==> config.mk <==
export PLATFORM = sky130hd
export DESIGN_NAME = sync_updown_counter_flat
export DESIGN_NICKNAME = d
export VERILOG_FILES = /design/src/rtl/sync_updown_counter_pkg.sv /design/src/rtl/sync_updown_counter_if.sv /design/src/rtl/sync_updown_counter_tff_cell.sv /design/src/rtl/sync_updown_counter.sv /design/src/flat_wrapper.sv
export SDC_FILE = /design/constraint.sdc
export NUM_CORES = 1
export LEC_CHECK = 0
export BUFFER_PORTS_ARGS = -buffer_cell sky130_fd_sc_hd__buf_4
export CORE_AREA = 2 2 39 41
export DETAILED_ROUTE_END_ITERATION = 8
export DIE_AREA = 0 0 41 43
export PLACE_DENSITY = 0.69
export SYNTH_ARGS = -nofsm -noshare
export SYNTH_HDL_FRONTEND = slang
export SYNTH_SLANG_ARGS = --single-unit
==> constraint.sdc <==
create_clock -name clk -period 2 [get_ports clk]
set_input_delay 0.4 -clock clk [delete_from_list [all_inputs] [get_ports clk]]
set_output_delay 0.4 -clock clk [all_outputs]
set_load 0.005 [all_outputs]
==> src/rtl/sync_updown_counter_pkg.sv <==
// Shared types and next-state decision logic for the modulo-N up/down counter.
// Provides the direction enum, a wrap/saturate-aware step selector and a clog2 helper.
package counter_pkg;

  typedef enum logic {
    DIR_DOWN = 1'b0,
    DIR_UP   = 1'b1
  } dir_e;

  typedef enum logic [2:0] {
    STEP_HOLD = 3'd0,
    STEP_INC  = 3'd1,
    STEP_DEC  = 3'd2,
    STEP_ZERO = 3'd3,
    STEP_MAX  = 3'd4
  } step_e;

  typedef struct packed {
    step_e op;
    logic  wrapped;
  } step_t;

  // Picks the counting step from the boundary flags; saturation replaces wrap with hold.
  function automatic step_t next_step(input dir_e dir, input logic at_max,
                                      input logic at_zero, input logic sat);
    step_t r;
    r.op      = STEP_HOLD;
    r.wrapped = 1'b0;
    if (dir == DIR_UP) begin
      if (at_max) begin
        r.op      = sat ? STEP_HOLD : STEP_ZERO;
        r.wrapped = ~sat;
      end else begin
        r.op = STEP_INC;
      end
    end else begin
      if (at_zero) begin
        r.op      = sat ? STEP_HOLD : STEP_MAX;
        r.wrapped = ~sat;
      end else begin
        r.op = STEP_DEC;
      end
    end
    return r;
  endfunction

  function automatic int clog2(input int value);
    int r;
    int v;
    r = 0;
    v = value - 1;
    while (v > 0) begin
      r++;
      v = v >> 1;
    end
    return r;
  endfunction

endpackage

==> src/rtl/sync_updown_counter_if.sv <==
// Control/status bundle of the up/down counter: master drives controls, slave is the counter.
interface sync_updown_counter_if #(
  parameter int WIDTH = 4
);
  logic             en;
  logic             up_dn;
  logic             clear;
  logic             load;
  logic [WIDTH-1:0] load_val;
  logic [WIDTH-1:0] count;
  logic             tc;
  logic             wrap;

  modport master (
    output en, up_dn, clear, load, load_val,
    input  count, tc, wrap
  );

  modport slave (
    input  en, up_dn, clear, load, load_val,
    output count, tc, wrap
  );
endinterface

==> src/rtl/sync_updown_counter_tff_cell.sv <==
// Single T flip-flop bit cell with asynchronous active-low reset to a per-bit value.
module tff_cell #(
  parameter logic RST_VAL = 1'b0
) (
  input  logic clk,
  input  logic reset_n,
  input  logic t_i,
  output logic q_o
);
  logic q_q;

  always_ff @(posedge clk or negedge reset_n) begin
    if (!reset_n) begin
      q_q <= RST_VAL;
    end else if (t_i) begin
      q_q <= ~q_q;
    end
  end

  assign q_o = q_q;
endmodule

==> src/rtl/sync_updown_counter.sv <==
// Modulo-N up/down counter with clear, load, terminal count and registered wrap pulse.
// Define COUNTER_SAT_EN to saturate at the range ends instead of wrapping.
module sync_updown_counter
  import counter_pkg::*;
#(
  parameter int WIDTH     = 4,
  parameter int MODULUS   = 2 ** WIDTH,
  parameter int RESET_VAL = 0
) (
  input  logic                  clk,
  input  logic                  reset_n,
  sync_updown_counter_if.slave  bus
);

`ifdef COUNTER_SAT_EN
  localparam logic SAT_MODE = 1'b1;
`else
  localparam logic SAT_MODE = 1'b0;
`endif

  localparam logic [WIDTH:0]   MOD_EXT  = (WIDTH + 1)'(MODULUS);
  localparam logic [WIDTH-1:0] MAX_VAL  = WIDTH'(MODULUS - 1);
  localparam logic [WIDTH-1:0] RST_BITS = WIDTH'(RESET_VAL);

  logic [WIDTH-1:0] count_q;
  logic [WIDTH-1:0] count_d;
  logic [WIDTH-1:0] toggle;
  logic [WIDTH:0]   count_ext;
  logic [WIDTH:0]   inc_ext;
  logic [WIDTH:0]   dec_ext;
  logic             at_max;
  logic             at_zero;
  logic             wrap_q;
  logic             wrap_d;
  step_t            st;

  // One extra bit so MODULUS = 2**WIDTH compares cleanly; the borrow bit flags zero.
  assign count_ext = {1'b0, count_q};
  assign inc_ext   = count_ext + 1'b1;
  assign dec_ext   = count_ext - 1'b1;
  assign at_max    = (inc_ext == MOD_EXT);
  assign at_zero   = dec_ext[WIDTH];

  always_comb begin
    st      = next_step(dir_e'(bus.up_dn), at_max, at_zero, SAT_MODE);
    count_d = count_q;
    wrap_d  = 1'b0;
    if (bus.clear) begin
      count_d = RST_BITS;
    end else if (bus.load) begin
      count_d = ({1'b0, bus.load_val} < MOD_EXT) ? bus.load_val : MAX_VAL;
    end else if (bus.en) begin
      wrap_d = st.wrapped;
      case (st.op)
        STEP_INC:  count_d = inc_ext[WIDTH-1:0];
        STEP_DEC:  count_d = dec_ext[WIDTH-1:0];
        STEP_ZERO: count_d = '0;
        STEP_MAX:  count_d = MAX_VAL;
        default:   count_d = count_q;
      endcase
    end
  end

  // Each cell flips only where the next value differs from the current one.
  assign toggle = count_q ^ count_d;

  for (genvar gi = 0; gi < WIDTH; gi++) begin : g_bit
    tff_cell #(
      .RST_VAL (RST_BITS[gi])
    ) u_tff (
      .clk     (clk),
      .reset_n (reset_n),
      .t_i     (toggle[gi]),
      .q_o     (count_q[gi])
    );
  end

  always_ff @(posedge clk or negedge reset_n) begin
    if (!reset_n) begin
      wrap_q <= 1'b0;
    end else begin
      wrap_q <= wrap_d;
    end
  end

  assign bus.count = count_q;
  assign bus.wrap  = wrap_q;
  assign bus.tc    = bus.en & ((bus.up_dn & at_max) | (~bus.up_dn & at_zero));

endmodule

==> src/flat_wrapper.sv <==
// flat-port wrapper written by rule: the top's interface ports become plain ports
module sync_updown_counter_flat import counter_pkg::*;
#(
  parameter int WIDTH     = 4,
  parameter int MODULUS   = 2 ** WIDTH,
  parameter int RESET_VAL = 0
)
  (clk, reset_n, bus_en, bus_up_dn, bus_clear, bus_load, bus_load_val, bus_count, bus_tc, bus_wrap);
  sync_updown_counter_if #(.WIDTH(WIDTH)) bus_i ();
  input  logic clk;
  input  logic reset_n;
  input wire logic [$bits(bus_i.en)-1:0] bus_en;
  input wire logic [$bits(bus_i.up_dn)-1:0] bus_up_dn;
  input wire logic [$bits(bus_i.clear)-1:0] bus_clear;
  input wire logic [$bits(bus_i.load)-1:0] bus_load;
  input wire logic [$bits(bus_i.load_val)-1:0] bus_load_val;
  output wire logic [$bits(bus_i.count)-1:0] bus_count;
  output wire logic [$bits(bus_i.tc)-1:0] bus_tc;
  output wire logic [$bits(bus_i.wrap)-1:0] bus_wrap;
  assign bus_i.en = bus_en;
  assign bus_i.up_dn = bus_up_dn;
  assign bus_i.clear = bus_clear;
  assign bus_i.load = bus_load;
  assign bus_i.load_val = bus_load_val;
  assign bus_count = bus_i.count;
  assign bus_tc = bus_i.tc;
  assign bus_wrap = bus_i.wrap;
  sync_updown_counter #(.WIDTH(WIDTH), .MODULUS(MODULUS), .RESET_VAL(RESET_VAL)) u_core (.clk(clk), .reset_n(reset_n), .bus(bus_i));
endmodule
==> metrics.md <==
| Metric | Value |
|---|---|
| Comb power frac | `0.363` |
| RSZ-0062 raised after global routing | `true` |
| Final antenna-violating net count | `0` |
| Core area | `1380 µm²` |
| Status | `complete, but fails checks` |
| Slowest-stage cell, CP | `dfrtp_1` |
| Internal power | `0.000262 W` |
| Reg2Reg Depth | `7` |
| DR DRC count | `0` |
| Gr busiest metal | `met2` |
| Initial Util | `0.318` |
| Grt met3 use | `0.0157` |
| Crit share post-route | `1.00` |
| HPWL after DPL | `811 µm` |
| Max Slew Vio Count | `0` |
| Port bufs | `15` |
| Setup TNS | `-0.00266 ns` |
| Top area cells in the synthesized netlist | `dfrtp_1 (28%), buf_4 (6.8%), a21oi_1 (5.7%), ha_1 (5.7%), o22ai_2 (5.7%)` |
| Mux contribution to synthesized area | `0.0341` |
| Crit end category | `output port` |
| Routed Wire Length | `1.15 mm` |
| Vias in the first global route | `430` |
| Violated checks | `setup timing` |
| Leakage | `0.286 nW` |
| Register area | `125 µm²` |
| Syn_nets | `61` |
| TritonRoute pass-1 iters | `4` |
| Antenna violations before repair | `0` |
| Synth Area in Compound Gates | `0.250` |
| Count of cell types in the netlist | `24` |
| WP data required | `1.60 ns` |
| Num CTS Buffers | `3` |
| Worst path buffer plus inverter count | `2` |
| Grt total ovfl | `0` |
| Clk_skew | `0.00722 ns` |
| Delay-heaviest family, CP | `simple AND/OR/NAND/NOR gates` |
| Power per cell area | `601 nW/µm²` |
| Tot GR Track Use | `0.166` |
| DR WL/cell | `13.4 µm` |
| Layout Nets | `83` |
| Clock Power Share | `0.323` |
| Max_slew headroom | `0.757` |
| Gpl congestion | `0.821` |
| Period minus WS final | `2.00 ns` |
| Yosys top cell by area | `dfrtp_1` |
| Deepest clock path buffer count | `2` |
| Setup violators final | `1` |
| Die width | `41 µm` |
| Vias per cell | `5.20` |
| Commonest non-fill, non-tap cell in the layout | `buf_4` |
| Initial DRC Count | `8` |
| Die area | `1760 µm²` |
| Skew-Pair Late Insertion Delay | `0.25 ns` |
| Reg clk slew, reported paths | `0.05 ns` |
| Syn_area_per_cell | `8.99 µm²` |
| Synthesis warning total | `0` |
| Mapped Area | `440 µm²` |
| Routing usage on met2 | `0.266` |
| Part of the power in registers | `0.314` |
| Largest family of logic cells by synthesized area | `compound AO/OA/AOI/OAI gates` |
| Final WS setup | `-0.00266 ns` |
| # diodes | `0` |
| Highest-count cells in the layout ignoring fill and taps | `buf_4 (21), a21oi_1 (5), dfrtp_1 (5), nand2_1 (4)` |
| Synthesized instance count | `49` |
| Total power draw | `0.000376 W` |
| Final Util | `0.452` |
| P&R area growth vs syn | `42.0%` |
| FILL cells | `139` |
| Sequential element share of the synthesized area | `0.284` |
| H-tree depth | `1` |
| Worst-Margin Slew | `0.364 ns` |
| Post-synthesis register bit count | `5` |
| Worst hold path type | `in -> reg` |
| Via count | `447` |
| M1 GR Usage | `0.199` |
| Pin count of the biggest net entering global routing | `10` |
| CTS tree | `built` |
| CTS root buffer | `clkbuf_4` |
| Worst vdd ir | `0.144 mV` |
| Crit path depth | `7` |
| Maximum clock frequency | `499 MHz` |
| Final hold viol count | `0` |
| Area of the multi-input gates | `275 µm²` |
| First-pass GRT wire length | `1.98 mm` |
| Ordered list of cells on the worst path | `inv_2 -> ha_4 -> or3b_4 -> nor2_2 -> a21oi_1 -> nor2b_1 -> buf_4` |
| Pre-CTS WS | `0.188 ns` |
| Max-Cap Viols | `0` |
| WP data arrival | `1.60 ns` |
| Die height | `43 µm` |
| Critical path type | `reg -> out` |
| Post-synthesis simple-gate area fraction | `0.216` |
| Fraction of layout cells with a size suffix above 1 | `0.500` |
| Max incr delay on CP | `0.39 ns` |
| Startpoint Class | `flip-flop` |
| Xor/xnor cell area share of the yosys netlist | `0.0398` |
| CTS sink cnt | `5` |
| FP Rows | `14` |
| Hold depth | `2` |
| Adder-cell share of the synthesized area | `0.0568` |
| P_sw | `0.000114 W` |
| Crit path max fanout | `2` |
| Share of Yosys cell area claimed by the top area cell type | `0.284` |
| Ports | `16` |
| Net Sw Frac | `0.302` |
routing by layer:
layer  share of wire  wire length [µm]
met1            0.40               461
met2            0.54               616
met3           0.040                46
met4           0.023                27
met5               0                 0
through the flow:
stage               std cells  hold WS, ns  cell area [µm²]
finish                     86        0.405              626
global route               86        0.408              626
CTS                        84        0.405              611
detailed placement         77        0.206              547
global placement           77        0.203              547
floorplan                  49        0.104              440
worst paths after layout:
check	slack (ns)	start	end
max	-0.003	u_core.g_bit[1].u_tff.q_o	bus_tc
min	0.41	bus_clear	u_core.g_bit[1].u_tff.q_o
max reg2reg	0.44	u_core.g_bit[1].u_tff.q_o	u_core.g_bit[3].u_tff.q_o
min reg2reg	0.66	u_core.g_bit[0].u_tff.q_o	u_core.g_bit[0].u_tff.q_o
max in group asynchronous	1.40	reset_n	u_core.g_bit[0].u_tff.q_o
min in group asynchronous	0.49	reset_n	u_core.g_bit[1].u_tff.q_o
logic make-up after synthesis:
kind of cell / Yosys count
AO/OA/AOI/OAI: 15
XOR/XNOR: 2
adder cells (fa/ha/maj): 2
buffers and inverters: 8
flip-flops: 5
multiplexers: 1
AND/OR/NAND/NOR: 16
cell usage after synthesis:
master / number
and3b_1: 1
a21oi_1: 5
nor2_1: 3
nor2_2: 1
buf_4: 4
nor2b_1: 1
o22ai_2: 2
nor3_1: 2
nor4b_1: 1
o21ai_2: 1
dfrtp_1: 5
a2111oi_2: 1
inv_1: 3
xnor2_1: 2
or3b_4: 1
nor3b_1: 1
mux2_4: 1
buf_6: 1
nand3_2: 1
o21a_1: 2
nand2_1: 4
ha_1: 2
o22ai_1: 1
o21ai_0: 3
sequential cells by signal, summed over array words and instances (netlist names):
signal and cells:
u_core.bus.wrap 1, u_core.g_bit.u_tff.q_o 4
worst reg2reg max path: cells and delay by family, from the launching register on:
kind                     cells  cell delay [ns]
AO/OA/AOI/OAI                3             0.32
adder cells (fa/ha/maj)      1             0.14
buffers and inverters        2             0.24
flip-flops                   1             0.39
AND/OR/NAND/NOR              1             0.38
layout make-up:
cell class | instances | area share
multi-input combinational | 36 | 0.440
timing repair buffer | 22 | 0.268
sequential | 5 | 0.200
clock buffer | 4 | 0.0420
tap | 16 | 0.0320
inverter | 3 | 0.0180
what timing repair did:
| item | 4_1_cts | 5_1_grt |
|---|---|---|
| resized for setup | 4 | 0 |
| endpoints found under the hold margin | 5 | 0 |
| setup buffers | 2 | 2 |
| hold buffers | 1 | 0 |
| endpoints found under the setup margin | 1 | 1 |
| pin swaps | 1 | 1 |
power groups by stage:
stage	clock [W]	combinational (W)	sequential, W
final	0.000121	0.000136	0.000118
after global routing	0.000128	0.000152	0.000119
after CTS	0.000121	0.000127	0.000118
after detailed placement	0	0.000112	0.000119
after global placement	0	0.000110	0.000119
after floorplan	0	0.0000716	0.000120
Note: power is estimated with default switching activity, not from simulation.
